==> config.mk <==
export PLATFORM = sky130hd
export DESIGN_NAME = jtag_idcode_reader
export DESIGN_NICKNAME = d
export VERILOG_FILES = /design/src/rtl/jtag_id_pkg.sv /design/src/rtl/jtag_tck_gen.sv /design/src/rtl/jtag_idcode_reader.sv
export SDC_FILE = /design/constraint.sdc
export NUM_CORES = 1
export LEC_CHECK = 0
export ABC_AREA = 1
export ABC_CLOCK_PERIOD_IN_PS = 3050
export BUFFER_PORTS_ARGS = -buffer_cell sky130_fd_sc_hd__buf_2
export CAP_MARGIN = 30
export CORE_ASPECT_RATIO = 0.5
export CORE_MARGIN = 8
export CORE_UTILIZATION = 60
export CTS_BUF_LIST = sky130_fd_sc_hd__clkbuf_16
export DETAILED_ROUTE_END_ITERATION = 8
export PLACE_DENSITY = 0.86
export RECOVER_POWER = 25
export REMOVE_ABC_BUFFERS = 1
export SLEW_MARGIN = 20
export SYNTH_ARGS = -nofsm -noshare
export SYNTH_HDL_FRONTEND = slang
export SYNTH_HIERARCHICAL = 1
export SYNTH_SLANG_ARGS = --single-unit
==> constraint.sdc <==
create_clock -name clk_i -period 3.05 [get_ports clk_i]
set_clock_uncertainty 0.2 [all_clocks]
set_input_delay 0.305 -clock clk_i [delete_from_list [all_inputs] [get_ports clk_i]]
set_output_delay 0.305 -clock clk_i [all_outputs]
set_load 0.03 [all_outputs]
==> src/rtl/jtag_id_pkg.sv <==
// Shared JTAG host definitions: IDCODE constants, host FSM states and the result payload.
package jtag_id_pkg;

  localparam int unsigned JTAG_IDCODE_LEN     = 32;
  localparam int unsigned JTAG_TLR_MIN_CYCLES = 5;

  localparam logic [JTAG_IDCODE_LEN-1:0] RV_DM_JTAG_IDCODE = 32'h1100_1CDF;

  typedef enum logic [2:0] {
    JhIdle,
    JhTlr,
    JhNav,
    JhShift,
    JhExit
  } jtag_host_state_e;

  typedef struct packed {
    logic [JTAG_IDCODE_LEN-1:0] idcode;
    logic                       match;
    logic                       marker_err;
  } jtag_id_result_t;

endpackage

==> src/rtl/jtag_tck_gen.sv <==
// TCK divider: TckDiv clk cycles per half-period, with strobes marking the clk cycle whose
// closing edge raises or lowers TCK.
module jtag_tck_gen #(
  parameter int unsigned TckDiv = 2
) (
  input  logic clk_i,
  input  logic rst_ni,
  input  logic en_i,
  input  logic clear_i,
  output logic tck_o,
  output logic rise_c,
  output logic fall_c
);

  localparam int unsigned     CntW   = $clog2(TckDiv) + 1;
  localparam logic [CntW-1:0] CntMax = CntW'(TckDiv - 1);
  localparam logic [CntW-1:0] CntOne = CntW'(1);

  logic [CntW-1:0] cnt_q;
  logic            wrap;

  assign wrap   = en_i && !clear_i && (cnt_q == CntMax);
  assign rise_c = wrap && !tck_o;
  assign fall_c = wrap && tck_o;

  always_ff @(posedge clk_i or negedge rst_ni) begin
    if (!rst_ni) begin
      cnt_q <= '0;
      tck_o <= 1'b0;
    end else if (clear_i) begin
      cnt_q <= '0;
      tck_o <= 1'b0;
    end else if (en_i) begin
      if (wrap) begin
        cnt_q <= '0;
        tck_o <= ~tck_o;
      end else begin
        cnt_q <= cnt_q + CntOne;
      end
    end
  end

endmodule

==> src/rtl/jtag_idcode_reader.sv <==
// JTAG host that walks the target TAP to Shift-DR, shifts out the 32-bit IDCODE
// LSB-first and compares it against the expected value.
module jtag_idcode_reader
  import jtag_id_pkg::*;
#(
  parameter int unsigned                TckDiv         = 2,
  parameter int unsigned                TlrCycles      = JTAG_TLR_MIN_CYCLES,
  parameter logic [JTAG_IDCODE_LEN-1:0] ExpectedIdcode = RV_DM_JTAG_IDCODE
) (
  input  logic                       clk_i,
  input  logic                       rst_ni,
  input  logic                       start_i,
  input  logic                       abort_i,
  output logic                       busy_o,
  output logic                       done_o,
  output logic [JTAG_IDCODE_LEN-1:0] idcode_o,
  output logic                       match_o,
  output logic                       marker_err_o,
  output logic                       jtag_tck_o,
  output logic                       jtag_tms_o,
  output logic                       jtag_tdi_o,
  input  logic                       jtag_tdo_i
);

  localparam int unsigned EdgeW = 6;

  // Rising-edge indices (1-based) that end each phase or pick a TMS value.
  localparam logic [EdgeW-1:0] TlrLast   = EdgeW'(TlrCycles);
  localparam logic [EdgeW-1:0] NavSelDr  = EdgeW'(TlrCycles + 1);
  localparam logic [EdgeW-1:0] NavLast   = EdgeW'(TlrCycles + 4);
  localparam logic [EdgeW-1:0] ShiftPre  = EdgeW'(TlrCycles + 35);
  localparam logic [EdgeW-1:0] ShiftLast = EdgeW'(TlrCycles + 36);
  localparam logic [EdgeW-1:0] ExitUpd   = EdgeW'(TlrCycles + 37);
  localparam logic [EdgeW-1:0] TotalEdge = EdgeW'(TlrCycles + 38);
  localparam logic [EdgeW-1:0] EdgeOne   = EdgeW'(1);

  jtag_host_state_e           state_q, state_d;
  logic [EdgeW-1:0]           edge_q, edge_d, edge_inc;
  logic [JTAG_IDCODE_LEN-1:0] sr_q, sr_d;
  logic                       tms_q, tms_d;
  logic                       busy_q, busy_d;
  logic                       done_q, done_d;
  jtag_id_result_t            res_q, res_d;

  logic accept_c, abort_c, tck_rise, tck_fall, tck;

  assign accept_c = start_i && !busy_q;
  assign abort_c  = abort_i && busy_q;

  jtag_tck_gen #(
    .TckDiv(TckDiv)
  ) u_tck_gen (
    .clk_i  (clk_i),
    .rst_ni (rst_ni),
    .en_i   (busy_q),
    .clear_i(accept_c || abort_c),
    .tck_o  (tck),
    .rise_c (tck_rise),
    .fall_c (tck_fall)
  );

  // Phase advance on TCK rise; next TMS value set up on TCK fall.
  always_comb begin
    state_d  = state_q;
    edge_d   = edge_q;
    sr_d     = sr_q;
    tms_d    = tms_q;
    busy_d   = busy_q;
    done_d   = 1'b0;
    res_d    = res_q;
    edge_inc = edge_q + EdgeOne;

    case (state_q)
      JhIdle: begin
        if (start_i) begin
          state_d = JhTlr;
          busy_d  = 1'b1;
          edge_d  = '0;
          tms_d   = 1'b1;
        end
      end
      JhTlr: begin
        if (tck_rise) begin
          edge_d = edge_inc;
          if (edge_inc == TlrLast) state_d = JhNav;
        end else if (tck_fall) begin
          tms_d = 1'b1;
        end
      end
      JhNav: begin
        if (tck_rise) begin
          edge_d = edge_inc;
          if (edge_inc == NavLast) state_d = JhShift;
        end else if (tck_fall) begin
          tms_d = (edge_q == NavSelDr);
        end
      end
      JhShift: begin
        if (tck_rise) begin
          edge_d = edge_inc;
          sr_d   = {jtag_tdo_i, sr_q[JTAG_IDCODE_LEN-1:1]};
          if (edge_inc == ShiftLast) state_d = JhExit;
        end else if (tck_fall) begin
          tms_d = (edge_q == ShiftPre);
        end
      end
      JhExit: begin
        if (tck_rise) begin
          edge_d = edge_inc;
        end else if (tck_fall) begin
          if (edge_q == TotalEdge) begin
            state_d          = JhIdle;
            busy_d           = 1'b0;
            tms_d            = 1'b1;
            done_d           = 1'b1;
            res_d.idcode     = sr_q;
            res_d.match      = (sr_q == ExpectedIdcode);
            res_d.marker_err = ~sr_q[0];
          end else begin
            tms_d = (edge_q != ExitUpd);
          end
        end
      end
      default: state_d = JhIdle;
    endcase

    // Abort leaves the TAP mid-sequence; the next TLR phase recovers it.
    if (abort_c) begin
      state_d = JhIdle;
      busy_d  = 1'b0;
      tms_d   = 1'b1;
      done_d  = 1'b0;
      res_d   = res_q;
    end
  end

  always_ff @(posedge clk_i or negedge rst_ni) begin
    if (!rst_ni) begin
      state_q <= JhIdle;
      edge_q  <= '0;
      sr_q    <= '0;
      tms_q   <= 1'b1;
      busy_q  <= 1'b0;
      done_q  <= 1'b0;
      res_q   <= '0;
    end else begin
      state_q <= state_d;
      edge_q  <= edge_d;
      sr_q    <= sr_d;
      tms_q   <= tms_d;
      busy_q  <= busy_d;
      done_q  <= done_d;
      res_q   <= res_d;
    end
  end

  assign busy_o       = busy_q;
  assign done_o       = done_q;
  assign idcode_o     = res_q.idcode;
  assign match_o      = res_q.match;
  assign marker_err_o = res_q.marker_err;
  assign jtag_tck_o   = tck;
  assign jtag_tms_o   = tms_q;
  assign jtag_tdi_o   = 1'b1;

endmodule

==> results of run 1 <==
[layout make-up]
| class | instances | share of cell area (%) |
|---|---|---|
| multi-input combinational | 267 | 32.5 |
| clock inverter | 7 | 2.30 |
| inverter | 59 | 5.12 |
| tap | 88 | 2.53 |
| timing repair buffer | 47 | 5.72 |
| clock buffer | 9 | 5.18 |
| sequential | 81 | 46.6 |
[where the power goes]
part	internal (mW)	total [mW]	switching (mW)
Clock	0.723	1.15	0.429
Sequential	1.15	1.24	0.0885
Combinational	0.198	0.663	0.465
[flip-flops by register name, indices dropped and copies added (netlist names)]
name	count
edge_q	6
busy_o	1
state_q	3
sr_q	32
u_tck_gen/tck_o	1
idcode_o	32
u_tck_gen/cnt_q	2
done_o	1
match_o	1
jtag_tms_o	1
marker_err_o	1
[what timing repair did]
action                    4_1_cts  5_1_grt
hold buffers                    1        0
resized for setup               0        0
buffers inserted                0        0
hold endpoints to repair       25        0
[synthesized netlist by cell type (4+ instances only)]
cell type	instances	area share (%)
a21oi_1	4	0.53
buf_2	6	0.79
buf_6	7	2.1
dfrtp_1	80	53
inv_1	54	5.3
inv_2	4	0.40
nand2_1	110	11
nand2_2	6	0.99
nand3_1	20	2.6
nand4_1	12	2.0
nor2_1	16	1.6
nor2_4	4	1.2
o21ai_0	9	1.2
o21ai_1	37	4.9
o21ai_2	30	6.9
[cells by family (layout without fill, tap and decap cells)]
family / after synthesis / count (layout) / synth area share, %
simple gates: 177 / 177 / 21.5
compound gates: 86 / 86 / 14.7
flops: 81 / 81 / 53.5
buf+inv: 74 / 122 / 9.14
fa+ha+maj: 3 / 3 / 0.991
other cells: 1 / 1 / 0.0989
[cell usage in the layout (no fill, tap or decap), types with 2 or more instances in the layout]
cell type / count
o21ai_0: 9
nand2_2: 6
bufinv_16: 2
o21ai_2: 30
inv_1: 54
o22ai_1: 2
ha_1: 3
buf_4: 3
nand2_1: 110
nor2_4: 4
dfrtp_1: 80
o21ai_1: 37
inv_2: 4
clkinv_2: 2
o31ai_1: 2
nor2_1: 16
nand3_1: 20
nor3_1: 2
clkbuf_16: 9
buf_2: 41
nor2_2: 3
nand4_1: 12
clkinvlp_4: 2
a21oi_1: 4
[worst max path at each step]
stage	start	to	slack [ns]	cells past startpoint
floorplan	busy_o$_DFFE_PN0P_	marker_err_o$_DFFE_PN0P_	0.19	10
global placement	busy_o$_DFFE_PN0P_	idcode_o[8]$_DFFE_PN0P_	0.61	9
detailed placement	busy_o$_DFFE_PN0P_	idcode_o[8]$_DFFE_PN0P_	0.49	9
CTS	busy_o$_DFFE_PN0P_	idcode_o[9]$_DFFE_PN0P_	0.45	9
global route	rst_ni	edge_q[3]$_DFFE_PN0P_	0.13	3
finish	busy_o$_DFFE_PN0P_	idcode_o[8]$_DFFE_PN0P_	0.48	9
[layer usage]
metal / wire length (um) / global-route usage (%)
met2: 3850 / 29.6
met1: 3250 / 20.3
met3: 291 / 4.24
met5: 0 / 0
met4: 149 / 7.96
[metrics by stage]
stage	power, mW	cell area (um2)	std cells	util, %	worst slack (ns)
floorplan	1.75	3670	407	-	0.191
finish	3.05	4350	558	71.5	0.477
global placement	1.89	4010	540	66.0	0.614
detailed placement	1.91	4040	541	66.4	0.492
global route	3.21	4350	558	71.5	0.130
CTS	3.07	4370	558	71.9	0.447
[worst max-delay path, stage by stage, from the launching register on]
cell     delay, ns
dfrtp_1       0.43
o21ai_0       0.45
nor2_2        0.09
nand3_1       0.10
inv_1         0.09
nor2_1        0.28
nand4_4       0.24
buf_4         0.35
nand2_1       0.15
o21ai_2       0.06
==> impl_metrics.json, run 1 <==
{
  "fp-row-count": 20,
  "async_flop_share_pct": 100,
  "core_mm2": 0.00608,
  "grt_overflow": 0,
  "ys.flop_type": "dfrtp_1",
  "rsz0062_at_grt": "no",
  "n_fill_cell": 435,
  "yosysUniqueCellTypes": 30,
  "ant_nets": 0,
  "r2r_setup_slack_ns": 0.48,
  "max_freq_mhz": 389,
  "cts_root_buffer": "clkbuf_16",
  "syn-mean-instance-area_um2": 8.98,
  "antenna_found_initial": 0,
  "ys_seq_elements": 81,
  "reg2regPathDepth": 9,
  "fin_crit_sh_pct": 84.4,
  "clkTransAtPathRegs_ns": 0.06,
  "die_x_um": 128,
  "hold_depth": 3,
  "htree_levels": 3,
  "hp-class": "in2reg",
  "crit_fanout": 40,
  "cts_made_buffers": 9,
  "min_from": "jtag_tdo_i",
  "min_to": "sr_q[31]$_DFFE_PN0P_",
  "slew_viol_final": 0,
  "cts_tree": "done",
  "cts_buffer_depth": 2,
  "criticalPathCategory": "reg2reg",
  "syn-cell-area_mm2": 0.00379,
  "numPortBuffers": 42,
  "layout.nets": 473,
  "grt_max_degree": 65,
  "synth.yosys.warnings": 6,
  "cap_violations": 0,
  "peakVddDrop_mv": 0.394,
  "drc": 0,
  "io_pins": 44,
  "powerDensity_mw_per_mm2": 702,
  "setup_violations": 0,
  "multi_input_area_mm2": 0.00142,
  "cp.required_ns": 3.06,
  "drt_first_pass_iters": 4,
  "finalCriticalPeriod_ns": 2.57,
  "fin_setup_tns_ns": 0,
  "drt-total-wl_um": 7550,
  "r2r_end": "idcode_o[8]$_DFFE_PN0P_",
  "max-slew-margin-rel_pct": 15.1,
  "drt_iter0_markers": 278,
  "routedWlPerCell_um": 13.5,
  "die_h_um": 72.2,
  "leakagePower_nw": 2.12,
  "r2r-start": "busy_o$_DFFE_PN0P_",
  "hold_ws_ns": 0.0701,
  "synthCells": 422,
  "seqCellArea_mm2": 0.00203,
  "grt_usage_pct": 17.3,
  "hold_viol_final": 0,
  "clock_sinks": 81,
  "drive_gt1_share_pct": 24.3,
  "status": "finished clean",
  "vias": 2940,
  "cp.arrival_ns": 2.58,
  "antenna_cells": 0,
  "place.gp.congestion": 0.845,
  "die_area_mm2": 0.00927,
  "grt_pass1_vias": 2797,
  "worst_slew_pin_slew_ns": 1.27,
  "seq_area_frac_synth_pct": 53.5,
  "worstSetupStartpointType": "register",
  "area_growth_pct": 14.8,
  "via_per_inst": 5.27,
  "worstSetupEndpointType": "register",
  "start_util_pct": 62.3,
  "insertion_delay_ns": 0.33,
  "synth-edff-count": 0,
  "dp_hpwl_um": 5120,
  "grt_pass1_wl_um": 12800
}
Power figures use the tool's default switching activity.
==> run 2, diff against run 1 <==
--- a/config.mk
+++ b/config.mk
@@ -6,15 +6,15 @@
 export NUM_CORES = 1
 export LEC_CHECK = 0
 export ABC_AREA = 1
-export ABC_CLOCK_PERIOD_IN_PS = 3050
+export ABC_CLOCK_PERIOD_IN_PS = 2100
 export BUFFER_PORTS_ARGS = -buffer_cell sky130_fd_sc_hd__buf_2
 export CAP_MARGIN = 30
 export CORE_ASPECT_RATIO = 0.5
 export CORE_MARGIN = 8
-export CORE_UTILIZATION = 60
+export CORE_UTILIZATION = 52
 export CTS_BUF_LIST = sky130_fd_sc_hd__clkbuf_16
 export DETAILED_ROUTE_END_ITERATION = 8
-export PLACE_DENSITY = 0.86
+export PLACE_DENSITY = 0.79
 export RECOVER_POWER = 25
 export REMOVE_ABC_BUFFERS = 1
 export SLEW_MARGIN = 20
==> constraint.sdc (replaced) <==
create_clock -name clk_i -period 2.1 [get_ports clk_i]
set_clock_uncertainty 0.2 [all_clocks]
set_input_delay 0.21 -clock clk_i [delete_from_list [all_inputs] [get_ports clk_i]]
set_output_delay 0.21 -clock clk_i [all_outputs]
set_load 0.03 [all_outputs]
==> impl_metrics.json, run 2 (same netlist as run 1, synthesis figures left out) <==
{
  "hold_depth": 6,
  "hp-class": "in2reg",
  "dpl_cell_area_mm2": 0.00417,
  "grt_pass1_vias": 3028,
  "ant_nets": 0,
  "cts_root_buffer": "clkbuf_16",
  "drt_iter0_markers": 224,
  "worst_slew_pin_slew_ns": 0.926,
  "fin_crit_sh_pct": 94.3,
  "drt-total-wl_um": 7610,
  "leakagePower_nw": 2.23,
  "setup_violations": 0,
  "drive_gt1_share_pct": 26.6,
  "core_mm2": 0.00718,
  "grt_overflow": 0,
  "place.gp.congestion": 0.840,
  "rsz0062_at_grt": "no",
  "dp_hpwl_um": 5400,
  "fin_cells": 577,
  "io_pins": 44,
  "power.total_mw": 4.67,
  "worstSetupStartpointType": "register",
  "clkTransAtPathRegs_ns": 0.06,
  "min_from": "abort_i",
  "drt_first_pass_iters": 4,
  "post-route-util_pct": 63.5,
  "r2r-start": "busy_o$_DFFE_PN0P_",
  "cp.arrival_ns": 2.00,
  "grt_pass1_wl_um": 14000,
  "drc": 0,
  "status": "finished clean",
  "criticalPathCategory": "reg2reg",
  "dp_slack_ns": -0.0614,
  "cap_violations": 0,
  "slew_viol_final": 0,
  "max-slew-margin-rel_pct": 38.3,
  "cts_buffer_depth": 2,
  "htree_levels": 3,
  "fp-row-count": 22,
  "grt_max_degree": 46,
  "place_inst": 559,
  "cp.required_ns": 2.12,
  "start_util_pct": 52.8,
  "antenna_cells": 0,
  "layout_commonest_cell": "nand2_1",
  "finalCriticalPeriod_ns": 1.98,
  "insertion_delay_ns": 0.33,
  "cts_tree": "done",
  "die_h_um": 76.4,
  "vias": 2928,
  "antenna_found_initial": 0,
  "die_area_mm2": 0.0104,
  "r2r_setup_slack_ns": 0.12,
  "powerDensity_mw_per_mm2": 1030,
  "fin_ws_ns": 0.119,
  "area_growth_pct": 20.3,
  "clock_sinks": 81,
  "crit_fanout": 4,
  "cts_made_buffers": 9,
  "via_per_inst": 5.07,
  "die_x_um": 137,
  "grt_usage_pct": 16.3,
  "peakVddDrop_mv": 0.432,
  "max_freq_mhz": 505,
  "layout.nets": 484,
  "final_cell_mix": "nand2_1, dfrtp_1, inv_1, buf_2, o21ai_1",
  "r2r_end": "state_q[0]$_DFFE_PN0P_",
  "numPortBuffers": 42,
  "reg2regPathDepth": 14,
  "worstSetupEndpointType": "register",
  "cts_setup_buffers": 0,
  "finalInstanceArea_mm2": 0.00456,
  "routedWlPerCell_um": 13.2,
  "min_to": "u_tck_gen/cnt_q[0]$_DFFE_PN0P_",
  "hold_viol_final": 0
}
-- run 2: changes by cell type in the layout (fill, tap and decap cells not counted), sizes merged --
cell         before  now
clkinvlp          2    0
bufinv            2    3
clkbuf           11   10
dlygate4sd3       1    2
buf              44   55
inv              60   61
-- run 2: per-stage QoR --
step           hold slack [ns]  TNS (ns)
5_1_grt                  0.139         0
3_3_place_gp         -0.000281   -0.0282
4_1_cts                  0.126         0
6_report                 0.111         0
3_5_place_dp           0.00429     -1.36
2_1_floorplan           -0.286    -29.59
-- run 2: critical path, stage by stage (launching register included) --
cell and delay, ns:
dfrtp_2 0.45, buf_4 0.16, inv_2 0.07, nor2_2 0.04
nand3_1 0.09, inv_1 0.06, nor2_1 0.10, buf_4 0.14
o21ai_1 0.08, nand2_1 0.08, nand2_1 0.09, nor2_4 0.14
nand2_1 0.08, nand2_1 0.06, nand2_1 0.05
-- run 2: layout make-up --
class	instances	area, um2
fill	573	2630
sequential	81	2030
multi-input combinational	267	1450
timing repair buffer	58	398
clock buffer	9	225
inverter	59	223
tap	96	120
clock inverter	7	118
-- run 2: worst max path at each step --
stage	start	depth (start not counted)	slack, ns	end
after floorplan	busy_o$_DFFE_PN0P_	10	-0.76	marker_err_o$_DFFE_PN0P_
after global placement	busy_o$_DFFE_PN0P_	13	-0.01	state_q[1]$_DFFE_PN0P_
after detailed placement	busy_o$_DFFE_PN0P_	13	-0.06	state_q[0]$_DFFE_PN0P_
after CTS	busy_o$_DFFE_PN0P_	13	0.03	state_q[0]$_DFFE_PN0P_
after global routing	busy_o$_DFFE_PN0P_	14	0.0008	state_q[0]$_DFFE_PN0P_
final	busy_o$_DFFE_PN0P_	14	0.12	state_q[0]$_DFFE_PN0P_
-- run 2: layer usage --
metal / up-vias / GRT usage, % / wire [um]
li1: 1464 / - / -
met1: 1411 / 19.8 / 3380
met2: 45 / 27.3 / 3870
met3: 8 / 4.34 / 265
met4: 0 / 5.44 / 87
met5: - / 0 / 0
-- run 2: power breakdown --
part	switching, mW	leakage [nW]	internal, mW	total (mW)
combinational	0.715	0.948	0.379	1.09
clock	0.621	0.171	1.17	1.79
sequential	0.123	1.11	1.67	1.79
total	1.46	2.23	3.22	4.67
-- run 2: timing repair --
item	CTS	global route
resized for setup	1	8
setup endpoints to repair	39	39
pin swaps	0	3
hold buffers	2	0
endpoints found under the hold margin	37	0
==> run 3, diff against run 2 <==
--- a/config.mk
+++ b/config.mk
@@ -6,11 +6,10 @@
 export NUM_CORES = 1
 export LEC_CHECK = 0
 export ABC_AREA = 1
-export ABC_CLOCK_PERIOD_IN_PS = 2100
+export ABC_CLOCK_PERIOD_IN_PS = 1650
 export BUFFER_PORTS_ARGS = -buffer_cell sky130_fd_sc_hd__buf_2
 export CAP_MARGIN = 30
-export CORE_ASPECT_RATIO = 0.5
-export CORE_MARGIN = 8
+export CORE_MARGIN = 2
 export CORE_UTILIZATION = 52
 export CTS_BUF_LIST = sky130_fd_sc_hd__clkbuf_16
 export DETAILED_ROUTE_END_ITERATION = 8
==> constraint.sdc (replaced) <==
create_clock -name clk_i -period 1.65 [get_ports clk_i]
set_clock_uncertainty 0.2 [all_clocks]
set_input_delay 0.165 -clock clk_i [delete_from_list [all_inputs] [get_ports clk_i]]
set_output_delay 0.165 -clock clk_i [all_outputs]
set_load 0.03 [all_outputs]
==> impl_metrics.json, run 3 (same netlist as run 1, synthesis figures left out) <==
{
  "setup_violations": 78,
  "antenna_found_initial": 0,
  "leakagePower_nw": 2.68,
  "dp_slack_ns": -0.544,
  "die_x_um": 89.4,
  "place.gp.congestion": 0.864,
  "criticalPathCategory": "reg2reg",
  "place_inst": 583,
  "power_frac_clock_pct": 28.9,
  "clock_sinks": 81,
  "drt-total-wl_um": 13500,
  "wl_met1_um": 4900,
  "fp-row-count": 31,
  "hp-class": "in2reg",
  "met2_length_um": 6880,
  "fin_ws_ns": -0.443,
  "worst_slew_pin_slew_ns": 1.04,
  "fin_cells": 627,
  "cap_violations": 0,
  "start_util_pct": 53.1,
  "vias": 3706,
  "layout_commonest_cell": "dfrtp_1",
  "cp.required_ns": 1.66,
  "top_layer_used": "met4",
  "powerDensity_mw_per_mm2": 1150,
  "cp_slowest_stage_delay_ns": 0.46,
  "drt_iter0_markers": 318,
  "die_area_mm2": 0.00799,
  "peakVddDrop_mv": 0.985,
  "grt_usage_pct": 30.4,
  "status": "finished, violations left",
  "grt_pass1_vias": 3552,
  "clkTransAtPathRegs_ns": 0.06,
  "post-route-util_pct": 79.0,
  "hold_viol_final": 0,
  "dp_hpwl_um": 5510,
  "io_pins": 44,
  "cp_slowest_cell": "dfrtp_2",
  "finalInstanceArea_mm2": 0.00564,
  "cts_buffer_depth": 2,
  "numPortBuffers": 42,
  "max-slew-margin-rel_pct": 30.9,
  "worstSetupStartpointType": "register",
  "fin_crit_sh_pct": 127,
  "worstSetupEndpointType": "register",
  "grt_pass1_wl_um": 17800,
  "met3_length_um": 962,
  "drt_first_pass_iters": 5,
  "layout.nets": 531,
  "cts_made_buffers": 9,
  "p_switching_mw": 2.39,
  "multi_input_area_mm2": 0.00198,
  "routedWlPerCell_um": 21.5,
  "grt_max_degree": 82,
  "crit_fanout": 9,
  "cp_cell_sequence": "nand2_4, o21ai_4, nor3_2, inv_1, nor2_1, buf_4, nand4_4, buf_12, buf_6, nand2_1, o21ai_2",
  "core_mm2": 0.00714,
  "max_freq_mhz": 478,
  "power.total_mw": 6.47,
  "area_growth_pct": 48.7,
  "slew_viol_final": 0,
  "p_comb_share_pct": 35.8,
  "violations": "negative setup slack",
  "via_per_inst": 5.91,
  "finalCriticalPeriod_ns": 2.09,
  "antenna_cells": 0,
  "dpl_cell_area_mm2": 0.00432,
  "seqPwrFrac_pct": 35.3,
  "final_cell_mix": "dfrtp_1, o21ai_2, nand2_1, inv_1, buf_2",
  "htree_levels": 3,
  "n_fill_cell": 404,
  "drive_gt1_share_pct": 53.2,
  "swShare_pct": 37.0,
  "die_h_um": 89.4,
  "cp.arrival_ns": 2.10,
  "rsz0062_at_grt": "yes",
  "insertion_delay_ns": 0.34,
  "ant_nets": 0,
  "grt_overflow": 0,
  "seqCellArea_mm2": 0.00203,
  "cts_tree": "done",
  "drc": 0,
  "cts_root_buffer": "clkbuf_16",
  "internal_power_mw": 4.08
}
[run 3: changes by cell type in the layout (fill, tap and decap cells not counted), moves of 4 or more]
cell,previous run,this run
o21ai_1,37,5
nand2_1,110,53
buf_12,5,12
o21ai_2,30,65
buf_6,0,10
nand2_4,2,30
buf_4,9,32
nand3_2,1,5
o21ai_0,8,3
nand3_1,19,14
nand2_2,5,32
[run 3: stage by stage]
step / setup TNS, ns / hold slack, ns
6_report: -22.83 / 0.128
5_1_grt: -34.60 / 0.135
4_1_cts: -19.85 / 0.0697
3_5_place_dp: -30.71 / 0.0242
3_3_place_gp: -24.85 / 0.0222
2_1_floorplan: -64.42 / -0.331
[run 3: cell type report]
cell class	count	share of cell area, %
clock buffer	9	4.00
timing repair buffer	105	17.7
inverter	59	4.15
clock inverter	7	0.821
multi-input combinational	267	35.1
sequential	81	36.0
tap	99	2.20
[run 3: path summary, 6_finish.rpt]
kind | start | end | slack (ns) | cells past startpoint
max | busy_o$_DFFE_PN0P_ | match_o$_DFFE_PN0P_ | -0.44 | 11
min | abort_i | u_tck_gen/tck_o$_DFFE_PN0P_ | 0.13 | 6
max reg2reg | busy_o$_DFFE_PN0P_ | match_o$_DFFE_PN0P_ | -0.44 | 11
min reg2reg | idcode_o[21]$_DFFE_PN0P_ | idcode_o[21]$_DFFE_PN0P_ | 0.28 | 2
max in group asynchronous | rst_ni | busy_o$_DFFE_PN0P_ | 0.11 | 3
min in group asynchronous | rst_ni | state_q[0]$_DFFE_PN0P_ | 0.44 | 3
[run 3: per-layer routing]
| layer | global-route usage, % | vias to the layer above |
|---|---|---|
| li1 | - | 1571 |
| met1 | 36.8 | 1820 |
| met2 | 49.6 | 245 |
| met3 | 6.28 | 70 |
| met4 | 18.9 | 0 |
| met5 | 0 | - |
[run 3: repair_timing]
| item | CTS | global route |
|---|---|---|
| endpoints found under the setup margin | 78 | 78 |
| hold buffers | 2 | 0 |
| hold endpoints to repair | 82 | 0 |
| cloned | 9 | 4 |
| gates resized for setup | 95 | 89 |
| pin swaps | 6 | 10 |
| buffers inserted | 11 | 8 |
[run 3: power by group through the flow]
stage,clock network [mW],registers (mW),logic [mW]
2_1_floorplan,0,2.35,0.884
3_3_place_gp,0,2.26,1.55
3_5_place_dp,0,2.27,1.59
4_1_cts,1.84,2.25,1.97
5_1_grt,1.96,2.30,2.47
6_report,1.87,2.29,2.32
[run 3: worst max-delay path: cells and delay by family (launching register included)]
kind / cells / cell delay, ns
buffers and inverters: 4 / 0.56
AND/OR/NAND/NOR: 5 / 0.56
flip-flops: 1 / 0.46
AO/OA/AOI/OAI: 2 / 0.17
